<file path="src/rtl/uart_wb_pkg.sv">
// ============================================================================
// uart_wb_pkg : shared types, lane constants and read-lane helper
// Rev 1.0
// ============================================================================
`default_nettype none

package uart_wb_pkg;

   typedef enum logic [1:0] {
      IDLE = 2'd0,
      BUS  = 2'd1,
      RESP = 2'd2
   } state_t;

   localparam logic [3:0] SEL_B0   = 4'b0001;
   localparam logic [3:0] SEL_B1   = 4'b0010;
   localparam logic [3:0] SEL_B2   = 4'b0100;
   localparam logic [3:0] SEL_B3   = 4'b1000;
   localparam logic [3:0] SEL_WORD = 4'b1111;

   // Zero-extended byte for a single-lane select, whole word for SEL_WORD.
   function automatic logic [31:0] lane_extract(input logic [3:0]  sel,
                                                input logic [31:0] dat);
      case (sel)
         SEL_B0:   return {24'h0, dat[7:0]};
         SEL_B1:   return {24'h0, dat[15:8]};
         SEL_B2:   return {24'h0, dat[23:16]};
         SEL_B3:   return {24'h0, dat[31:24]};
         SEL_WORD: return dat;
         default:  return 32'h0;
      endcase
   endfunction

endpackage

`default_nettype wire

</file>
<file path="src/rtl/uart_wb_lane_steer.sv">
// ============================================================================
// uart_wb_lane_steer : byte-lane select / write replication / read extraction
// Rev 1.0
// ============================================================================
`default_nettype none

module uart_wb_lane_steer
   import uart_wb_pkg::*;
(
   input  logic        word_i,
   input  logic [1:0]  adr_lo_i,
   input  logic [31:0] wdat_i,
   output logic [3:0]  sel_o,
   output logic [31:0] wdat_o,
   input  logic [3:0]  rsel_i,
   input  logic [31:0] rdat_i,
   output logic [31:0] rdat_o
);

   always_comb begin
      sel_o  = SEL_WORD;
      wdat_o = wdat_i;
      if (!word_i) begin
         sel_o  = SEL_B0 << adr_lo_i;
         wdat_o = {4{wdat_i[7:0]}};
      end
   end

   always_comb begin
      rdat_o = lane_extract(rsel_i, rdat_i);
   end

endmodule

`default_nettype wire

</file>
<file path="src/rtl/uart_wb_master.sv">
// ============================================================================
// uart_wb_master : single-command Wishbone classic initiator with timeout
// Rev 1.0
// ============================================================================
`default_nettype none

module uart_wb_master
   import uart_wb_pkg::*;
#(
   parameter int ADR_WIDTH = 5,
   parameter int TIMEOUT   = 255,
   parameter int TO_WIDTH  = 8
) (
   input  logic                 clk,
   input  logic                 wb_rst_i,
   input  logic                 cmd_valid_i,
   output logic                 cmd_ready_o,
   input  logic                 cmd_we_i,
   input  logic                 cmd_word_i,
   input  logic [ADR_WIDTH-1:0] cmd_adr_i,
   input  logic [31:0]          cmd_dat_i,
   output logic                 rsp_valid_o,
   output logic [31:0]          rsp_dat_o,
   output logic                 rsp_err_o,
   output logic                 wb_cyc_o,
   output logic                 wb_stb_o,
   output logic                 wb_we_o,
   output logic [ADR_WIDTH-1:0] wb_adr_o,
   output logic [3:0]           wb_sel_o,
   output logic [31:0]          wb_dat_o,
   input  logic [31:0]          wb_dat_i,
   input  logic                 wb_ack_i
);

   state_t                 state_q, state_d;
   logic [TO_WIDTH-1:0]    cnt_q, cnt_d;
   logic                   cyc_q, cyc_d;
   logic                   we_q, we_d;
   logic [ADR_WIDTH-1:0]   adr_q, adr_d;
   logic [3:0]             sel_q, sel_d;
   logic [31:0]            dat_q, dat_d;
   logic                   rsp_valid_q, rsp_valid_d;
   logic                   rsp_err_q, rsp_err_d;
   logic [31:0]            rsp_dat_q, rsp_dat_d;

   logic                   accept;
   logic                   ack_hit;
   logic                   expire;
   logic [3:0]             steer_sel;
   logic [31:0]            steer_wdat;
   logic [31:0]            steer_rdat;

   uart_wb_lane_steer u_steer (
      .word_i   (cmd_word_i),
      .adr_lo_i (cmd_adr_i[1:0]),
      .wdat_i   (cmd_dat_i),
      .sel_o    (steer_sel),
      .wdat_o   (steer_wdat),
      .rsel_i   (sel_q),
      .rdat_i   (wb_dat_i),
      .rdat_o   (steer_rdat)
   );

   assign accept  = (state_q == IDLE) && cmd_valid_i;
   assign ack_hit = (state_q == BUS) && wb_ack_i;
   // Ack takes priority over expiry when both land on the same edge.
   assign expire  = (state_q == BUS) && !wb_ack_i &&
                    (cnt_q == TO_WIDTH'(TIMEOUT - 1));

   always_ff @(posedge clk or posedge wb_rst_i) begin
      if (wb_rst_i) state_q <= IDLE;
      else          state_q <= state_d;
   end

   always_comb begin
      state_d = state_q;
      case (state_q)
         IDLE:    if (accept) state_d = BUS;
         BUS:     if (ack_hit || expire) state_d = RESP;
         RESP:    state_d = IDLE;
         default: state_d = IDLE;
      endcase
   end

   always_comb begin
      cnt_d       = cnt_q;
      cyc_d       = cyc_q;
      we_d        = we_q;
      adr_d       = adr_q;
      sel_d       = sel_q;
      dat_d       = dat_q;
      rsp_valid_d = 1'b0;
      rsp_err_d   = rsp_err_q;
      rsp_dat_d   = rsp_dat_q;
      if (accept) begin
         cyc_d = 1'b1;
         cnt_d = '0;
         we_d  = cmd_we_i;
         sel_d = steer_sel;
         dat_d = steer_wdat;
         adr_d = cmd_adr_i;
         if (cmd_word_i) adr_d[1:0] = 2'b00;
      end
      if (state_q == BUS) begin
         if (ack_hit) begin
            cyc_d       = 1'b0;
            rsp_valid_d = 1'b1;
            rsp_err_d   = 1'b0;
            if (!we_q) rsp_dat_d = steer_rdat;
         end else if (expire) begin
            cyc_d       = 1'b0;
            rsp_valid_d = 1'b1;
            rsp_err_d   = 1'b1;
            rsp_dat_d   = 32'h0;
         end else begin
            cnt_d = cnt_q + 1'b1;
         end
      end
   end

   always_ff @(posedge clk or posedge wb_rst_i) begin
      if (wb_rst_i) begin
         cnt_q       <= '0;
         cyc_q       <= 1'b0;
         we_q        <= 1'b0;
         adr_q       <= '0;
         sel_q       <= 4'h0;
         dat_q       <= 32'h0;
         rsp_valid_q <= 1'b0;
         rsp_err_q   <= 1'b0;
         rsp_dat_q   <= 32'h0;
      end else begin
         cnt_q       <= cnt_d;
         cyc_q       <= cyc_d;
         we_q        <= we_d;
         adr_q       <= adr_d;
         sel_q       <= sel_d;
         dat_q       <= dat_d;
         rsp_valid_q <= rsp_valid_d;
         rsp_err_q   <= rsp_err_d;
         rsp_dat_q   <= rsp_dat_d;
      end
   end

   assign cmd_ready_o = (state_q == IDLE);
   assign rsp_valid_o = rsp_valid_q;
   assign rsp_err_o   = rsp_err_q;
   assign rsp_dat_o   = rsp_dat_q;
   assign wb_cyc_o    = cyc_q;
   assign wb_stb_o    = cyc_q;
   assign wb_we_o     = we_q;
   assign wb_adr_o    = adr_q;
   assign wb_sel_o    = sel_q;
   assign wb_dat_o    = dat_q;

endmodule

`default_nettype wire

</file>
<file path="config.mk">
export PLATFORM = sky130hd
export DESIGN_NAME = uart_wb_master
export DESIGN_NICKNAME = d
export VERILOG_FILES = /design/src/rtl/uart_wb_pkg.sv /design/src/rtl/uart_wb_lane_steer.sv /design/src/rtl/uart_wb_master.sv
export SDC_FILE = /design/constraint.sdc
export NUM_CORES = 1
export LEC_CHECK = 0
export BUFFER_PORTS_ARGS = -buffer_cell sky130_fd_sc_hd__buf_2
export CAP_MARGIN = 0
export CORE_MARGIN = 5
export CORE_UTILIZATION = 49
export CTS_CLUSTER_DIAMETER = 100
export CTS_CLUSTER_SIZE = 14
export DETAILED_ROUTE_END_ITERATION = 7
export GPL_TIMING_DRIVEN = 1
export MAX_ROUTING_LAYER = met4
export PLACE_DENSITY_LB_ADDON = 0.05
export SLEW_MARGIN = 20
export SYNTH_ARGS = -nofsm -noshare
export SYNTH_HDL_FRONTEND = slang
export SYNTH_SLANG_ARGS = --single-unit
export TNS_END_PERCENT = 5
</file>
<file path="constraint.sdc">
create_clock -name clk -period 3.35 [get_ports clk]
set_input_delay 0.67 -clock clk [delete_from_list [all_inputs] [get_ports clk]]
set_output_delay 0.67 -clock clk [all_outputs]
set_load 0.1 [all_outputs]
</file>
# Word level (Yosys, flattened, before mapping)
# Index checks and enable logic that the tools add are counted.
[totals]
wordCells = 56
out_inout_bits = 79
reg_bits = 87
[op_classes]
addsub = 1
eq_ne = 10
n_reduce_logical = 11
shift = 1
muxes = 23
[ops]
columns = ["operator", "count"]
rows = [
  ["one-hot mux 32 bit (5 select lines)", 1],
  ["two-way mux 32 bit", 4],
  ["two-way mux 8 bit", 4],
  ["two-way mux 1 bit", 9],
  ["adder 8 x 1 -> 8 bit (second input constant)", 1],
  ["== test 4 bit (second input constant)", 2],
  ["== test 8 bit (second input constant)", 1],
  ["two-way mux 2 bit", 3],
  ["== test 4 x 1 -> 1 bit (second input constant)", 1],
  ["== test 4 x 2 -> 1 bit (second input constant)", 1],
  ["== test 4 x 3 -> 1 bit (second input constant)", 1],
  ["logical AND 1 bit", 4],
  ["two-way mux 4 bit", 1],
  ["inequality test 2 bit (second input constant)", 2],
  ["one-hot mux 2 bit (2 select lines)", 1],
  ["AND reduction 2 bit", 2],
  ["left shift 1 x 2 -> 4 bit (first input constant)", 1],
  ["AND reduction 3 bit", 1],
  ["== test 2 x 1 -> 1 bit (second input constant)", 1],
  ["zero test 2 bit", 1],
  ["inequality test 2 x 1 -> 1 bit (second input constant)", 1],
  ["nonzero test 2 bit", 1],
  ["zero test 1 bit", 1],
  ["logical OR 1 bit", 1],
]

# Depth between registers and ports, before layout
[depth]
ltp_word = 6
depth_mapped = 7
mapped_depth_nobuf = 6

# Cells and area by module
# A second synthesis with hierarchy kept.
[hier_totals]
hier_cells = 463
hier_area_um2 = 4270.3
[modules_own_cells]
columns = ["mod", "cells_each", "n_inst", "area_per_inst_um2"]
rows = [
  ["uart_wb_master", 321, 1, 3442.1],
  ["uart_wb_lane_steer", 142, 1, 828.3],
]

# Worst setup path before layout
# OpenSTA, ideal clock, no wires.
[synth_timing]
path_kind = "register -> register"
start = "reg state_q[1]"
end = "reg cnt_q[2]"
period_less_slack_ns = 2.693
path_slack_ns = 0.657
stages_incl_launch_ff = 6
arrival_time_ns = 2.564
setup_time_ns = 0.129
n_path_buf = 1
path_cell_list = "dfrtp_1 -> nor2_1 -> nand2_1 -> clkbuf_1 -> o211ai_1 -> o31ai_1"
[synth_between]
elab_chain_len = 6
elab_cells_between_ends = 10
classes_between = "1 x eq/ne; 4 x mux; 5 x reduce/logical"
[synth_rtl]
columns = ["item", "line_no", "rtl"]
rows = [
  ["start: declaration", "uart_wb_master.sv:35", "state_t state_q, state_d;"],
  ["start signal: assignment", "uart_wb_master.sv:72", "else state_q <= state_d;"],
  ["zero test 2 bit *", "n/a", ""],
  ["via cmd_ready_o", "uart_wb_master.sv:17", "output logic cmd_ready_o,"],
  ["logical AND 1 bit *", "uart_wb_master.sv:64", "assign accept = (state_q == IDLE) && cmd_valid_i;"],
  ["two-way mux 8 bit *", "uart_wb_master.sv:95", "if (accept) begin"],
  ["two-way mux 8 bit", "uart_wb_master.sv:110", "end else if (expire) begin"],
  ["two-way mux 8 bit", "uart_wb_master.sv:105", "if (ack_hit) begin"],
  ["two-way mux 8 bit *", "uart_wb_master.sv:104", "if (state_q == BUS) begin"],
  ["via cnt_d[2]", "uart_wb_master.sv:36", "logic [TO_WIDTH-1:0] cnt_q, cnt_d;"],
  ["end signal: assignment", "uart_wb_master.sv:133", "cnt_q <= cnt_d;"],
  ["end: declaration", "uart_wb_master.sv:36", ""],
]
# Mark *: on every way through the listed nets, which the timed path passes. The rest lies on a longest branch.
# A chain may end at the register's enable or synchronous reset.

# Worst setup path in the final report
[layout_timing]
start = "reg sel_q[1], in the netlist wb_sel_o[1]"
end = "out wb_sel_o[1]"
[layout_lines]
columns = ["item", "line_no", "rtl"]
rows = [
  ["start: declaration", "uart_wb_master.sv:40", "logic [3:0] sel_q, sel_d;"],
  ["start signal: assignment", "uart_wb_master.sv:137", "sel_q <= sel_d;"],
  ["end: declaration", "uart_wb_master.sv:29", "output logic [3:0] wb_sel_o,"],
]
# No word-level cell between the ends.

==> results <==
- The share of post-route cells with drive strength above 1 is 34.0%.
- By area, the combinational part of the netlist is dominated by compound AO/OA/AOI/OAI gates.
- The area share of the largest cell type after synthesis is 54.3%.
- The number of nets produced by synthesis is 482.
- The class of the worst hold path is input port to async pin.
- The full die area is 0.0101 mm^2.
- Setup repair after global routing left no endpoint under its margin.
- The mapped netlist covers 0.00401 mm^2.
- Counting cells, the worst reg-to-reg path comes to 3.
- The largest fanout on the critical path is 27.
- The count of nets left with antenna violations once routing finished came out at 0.
- The slowest cell on the critical path is dfrtp_1.
- The width of the chip is 100 um.
- For this run, the number of Yosys warnings is 0.
- The number of distinct library cells after synthesis is 45.
- The maximum number of pins on one net before global-route repair is 59.
- The number of antenna violations at the first check in global routing was 0.
- The signal on the critical path passes through buf_2.
- Setup total negative slack on the finished layout was measured at 0 ns.
- Pin placement for this block handled 154 I/O pins.
- The library cell with the highest instance count after synthesis is dfrtp_1.
- The synthesized netlist devotes 0.624% of its cell area to adder and majority cells.
- The filler cells instantiated in the layout total 743.
- The peak-usage layer in the global routing report is met2.
- The placer's final routability congestion estimate is 0.781.
- The async set or reset register ratio after synthesis is 100%.
- The initial utilization of the core area, before any placement, comes to 49.6%.
- The number of clock sinks is 87.
- The tool flagged a number of max-cap violations equal to 0.
- For this run, the top clock speed supported by timing is 414 MHz.
- Yosys attributes the largest share of cell area to dfrtp_1 (54%), nand2_1 (7.0%), a21oi_1 (5.6%).
- The first routing iteration left 126 violations.
- Clock-pin slew was measured on the worst setup and hold paths at 0.09 ns.
- The simple logic cell fraction of the synthesized area is 18.9%.
- In this run the number of H-tree levels came out at 3.
- The layout net count is 619.
- The number of synthesized flops with an enable pin is 0.
- The vias after detailed routing is 3481.
- The wire length per cell after detailed routing is 16.1 um.
- The element type at the critical path end is an output port.
- The startpoint of the lowest-slack register-to-register path is wb_sel_o[1]$_DFFE_PP0P_.
- The number of max-slew violations in the final report came to 0.
- The most used flip-flop cell after synthesis is dfrtp_1.
- The worst setup path is launched from a register.
- After Yosys synthesis, XOR and XNOR cells account for 0.218% of the synthesized area.
- 0 antenna diodes ended up in the layout.
- The cell type contributing the most total cell area after synthesis is dfrtp_1.
- The area growth from synthesis to layout is 25.9%.
- The buffer and inverter count on the worst path is 1.
- In this run, CTS created clock tree buffers numbering 9.
- The final hold violation count is 0.
- The setup path with the least slack is of type register to output port.
- In this run the core area contains 33 standard-cell rows.
- The final layout contains routed wiring with a total length of 10.5 mm.
- The arrival time reported for the critical path endpoint is 1.75 ns.
- After technology mapping, the gate count stands at 405.
- Across the routed clock network, the largest skew measured is 0.00881 ns.
- The number of hold buffers added after CTS is 0.
- The kind of cell with the highest combined delay along the critical path is flip-flops.
- After layout, the minimum clock period comes to 2.42 ns.
- After clock tree synthesis, the setup repair step added 0 buffers.
- From bottom edge to top edge, the die measures 100 um.
- After synthesis, the share of cell area in mux cells is 1.03%.
- In the routed layout, each cell is associated on average with a via count of 5.34.
- The routing usage on met1 is 28.3%.
- The global-route usage over all layers is 21.5%.
- The count of buffers from port buffering is 153.
- The commonest cells after synthesis are dfrtp_1 (87), nand2_1 (75), a21oi_1 (45), o21ai_0 (34), nand3b_1 (29).
- The met2 capacity usage during global routing is 33.9%.
- The region available for standard cell placement spans 0.00809 mm^2.
- CTS placed an instance of clkbuf_8 at the clock tree root.
- At the later pin of the worst-skew pair, clock insertion delay measures 0.35 ns.
- STA puts the critical path data required time at 2.68 ns.
- Setup violations remaining at the end of the flow were counted as 0.
- After clock tree synthesis, the repair step resized 0 gates.
- The number of global-route vias before repair was 3404.
- The global routing met3 resource utilization is 4.08%.
- The transition at the pin with the smallest max-transition slack is 0.757 ns.
- The max-slew headroom at the worst pin is 49.5%.
- Of the available clock period, the critical path in the final layout requires 72.2%.
- The maximum clock path buffer count is 2.
- Summed over all layers, the global routing overflow is 0.
- The detailed-router iteration count before antenna repair is 4.
- After synthesis, flip-flops and latches occupy 54.3% of the total area.
- The flow ran to the end, and the final reports show no timing, DRC or antenna violations.
- The endpoint identified for the worst register-to-register timing path is rsp_dat_o[13]$_DFFE_PP0P_.
- The first global-routing pass estimated 16.6 mm of wire.
- On the worst path, the slowest cell contributes a delay of 0.84 ns.
- In this run the number of cells on the critical path is 1.
- The compound-gate portion of the synthesized area is 20.7%.
- For this run, design rule violations remaining after detail routing come to 0.
- The worst register-to-register path has a setup slack of 1.41 ns.
- After synthesis the netlist holds a flip-flop and latch count of 87.
- The placed wire-length estimate is 7.70 mm.
- The CTS tree is done.
- The average instance area after synthesis is 9.90 um^2.
-- cell usage in the layout (no fill, tap or decap), types with 4 or more instances in the layout --
cell	n
nor2b_1	8
o2bb2ai_1	7
a211oi_1	8
nand3_1	6
or2_2	4
a21oi_1	45
o21ai_0	34
nand2_1	74
dfrtp_1	87
buf_2	153
nand3b_1	29
a22o_1	24
inv_1	5
clkbuf_8	10
-- metrics by stage --
stage | cells | area [um^2] | worst slack, ns | hold slack [ns] | util (%)
after floorplan | 405 | 4010 | 0.430 | 0.462 | -
after global placement | 636 | 4800 | 1.37 | 0.454 | 59.4
after detailed placement | 636 | 4800 | 1.31 | 0.457 | 59.4
after CTS | 652 | 5050 | 0.929 | 0.335 | 62.4
after global routing | 652 | 5050 | 0.855 | 0.366 | 62.4
final | 652 | 5050 | 0.932 | 0.328 | 62.4
-- how the worst max path moves through the flow --
| stage | from | to | slack, ns |
|---|---|---|---|
| 2_1_floorplan | wb_rst_i | cnt_q[0]$_DFF_PP0_ | 0.43 |
| 3_3_place_gp | wb_sel_o[1]$_DFFE_PP0P_ | wb_sel_o[1] | 1.37 |
| 3_5_place_dp | wb_sel_o[1]$_DFFE_PP0P_ | wb_sel_o[1] | 1.31 |
| 4_1_cts | wb_sel_o[1]$_DFFE_PP0P_ | wb_sel_o[1] | 0.93 |
| 5_1_grt | wb_sel_o[1]$_DFFE_PP0P_ | wb_sel_o[1] | 0.86 |
| 6_report | wb_sel_o[1]$_DFFE_PP0P_ | wb_sel_o[1] | 0.93 |
-- flip-flops by register name, indices dropped and copies added, names as in the netlist --
signal and flops:
state_q 2, wb_sel_o 4, rsp_err_o 1, wb_adr_o 5
rsp_dat_o 32, wb_cyc_o 1, cnt_q 8, wb_we_o 1
wb_dat_o 32, rsp_valid_o 1
-- logic make-up (layout without fill, tap and decap cells) --
family | after synthesis | after routing
AOI/OAI and AO/OA | 131 | 131
xor gates and xnor gates | 1 | 1
adders and majority gates | 2 | 2
buffers and inverters | 37 | 179
DFF | 87 | 87
muxes | 4 | 4
and+or+nand+nor | 143 | 143
-- layer usage --
metal,routed length (um),share of wire [%]
met1,4540,43
met2,5020,48
met3,761,7.3
met4,167,1.6
met5,0,0
-- cell type report --
cell class	count	area, um^2	share of cell area, %
Multi-Input combinational cell	281	1660	32.9
Clock inverter	5	105	2.08
Clock buffer	11	141	2.80
Inverter	6	23.8	0.471
Timing Repair Buffer	157	808	16.0
Sequential cell	87	2180	43.1
Tap cell	105	131	2.60
Power is not shown: default switching activity piles up to over one toggle a cycle in this logic, so the estimate is an artifact.
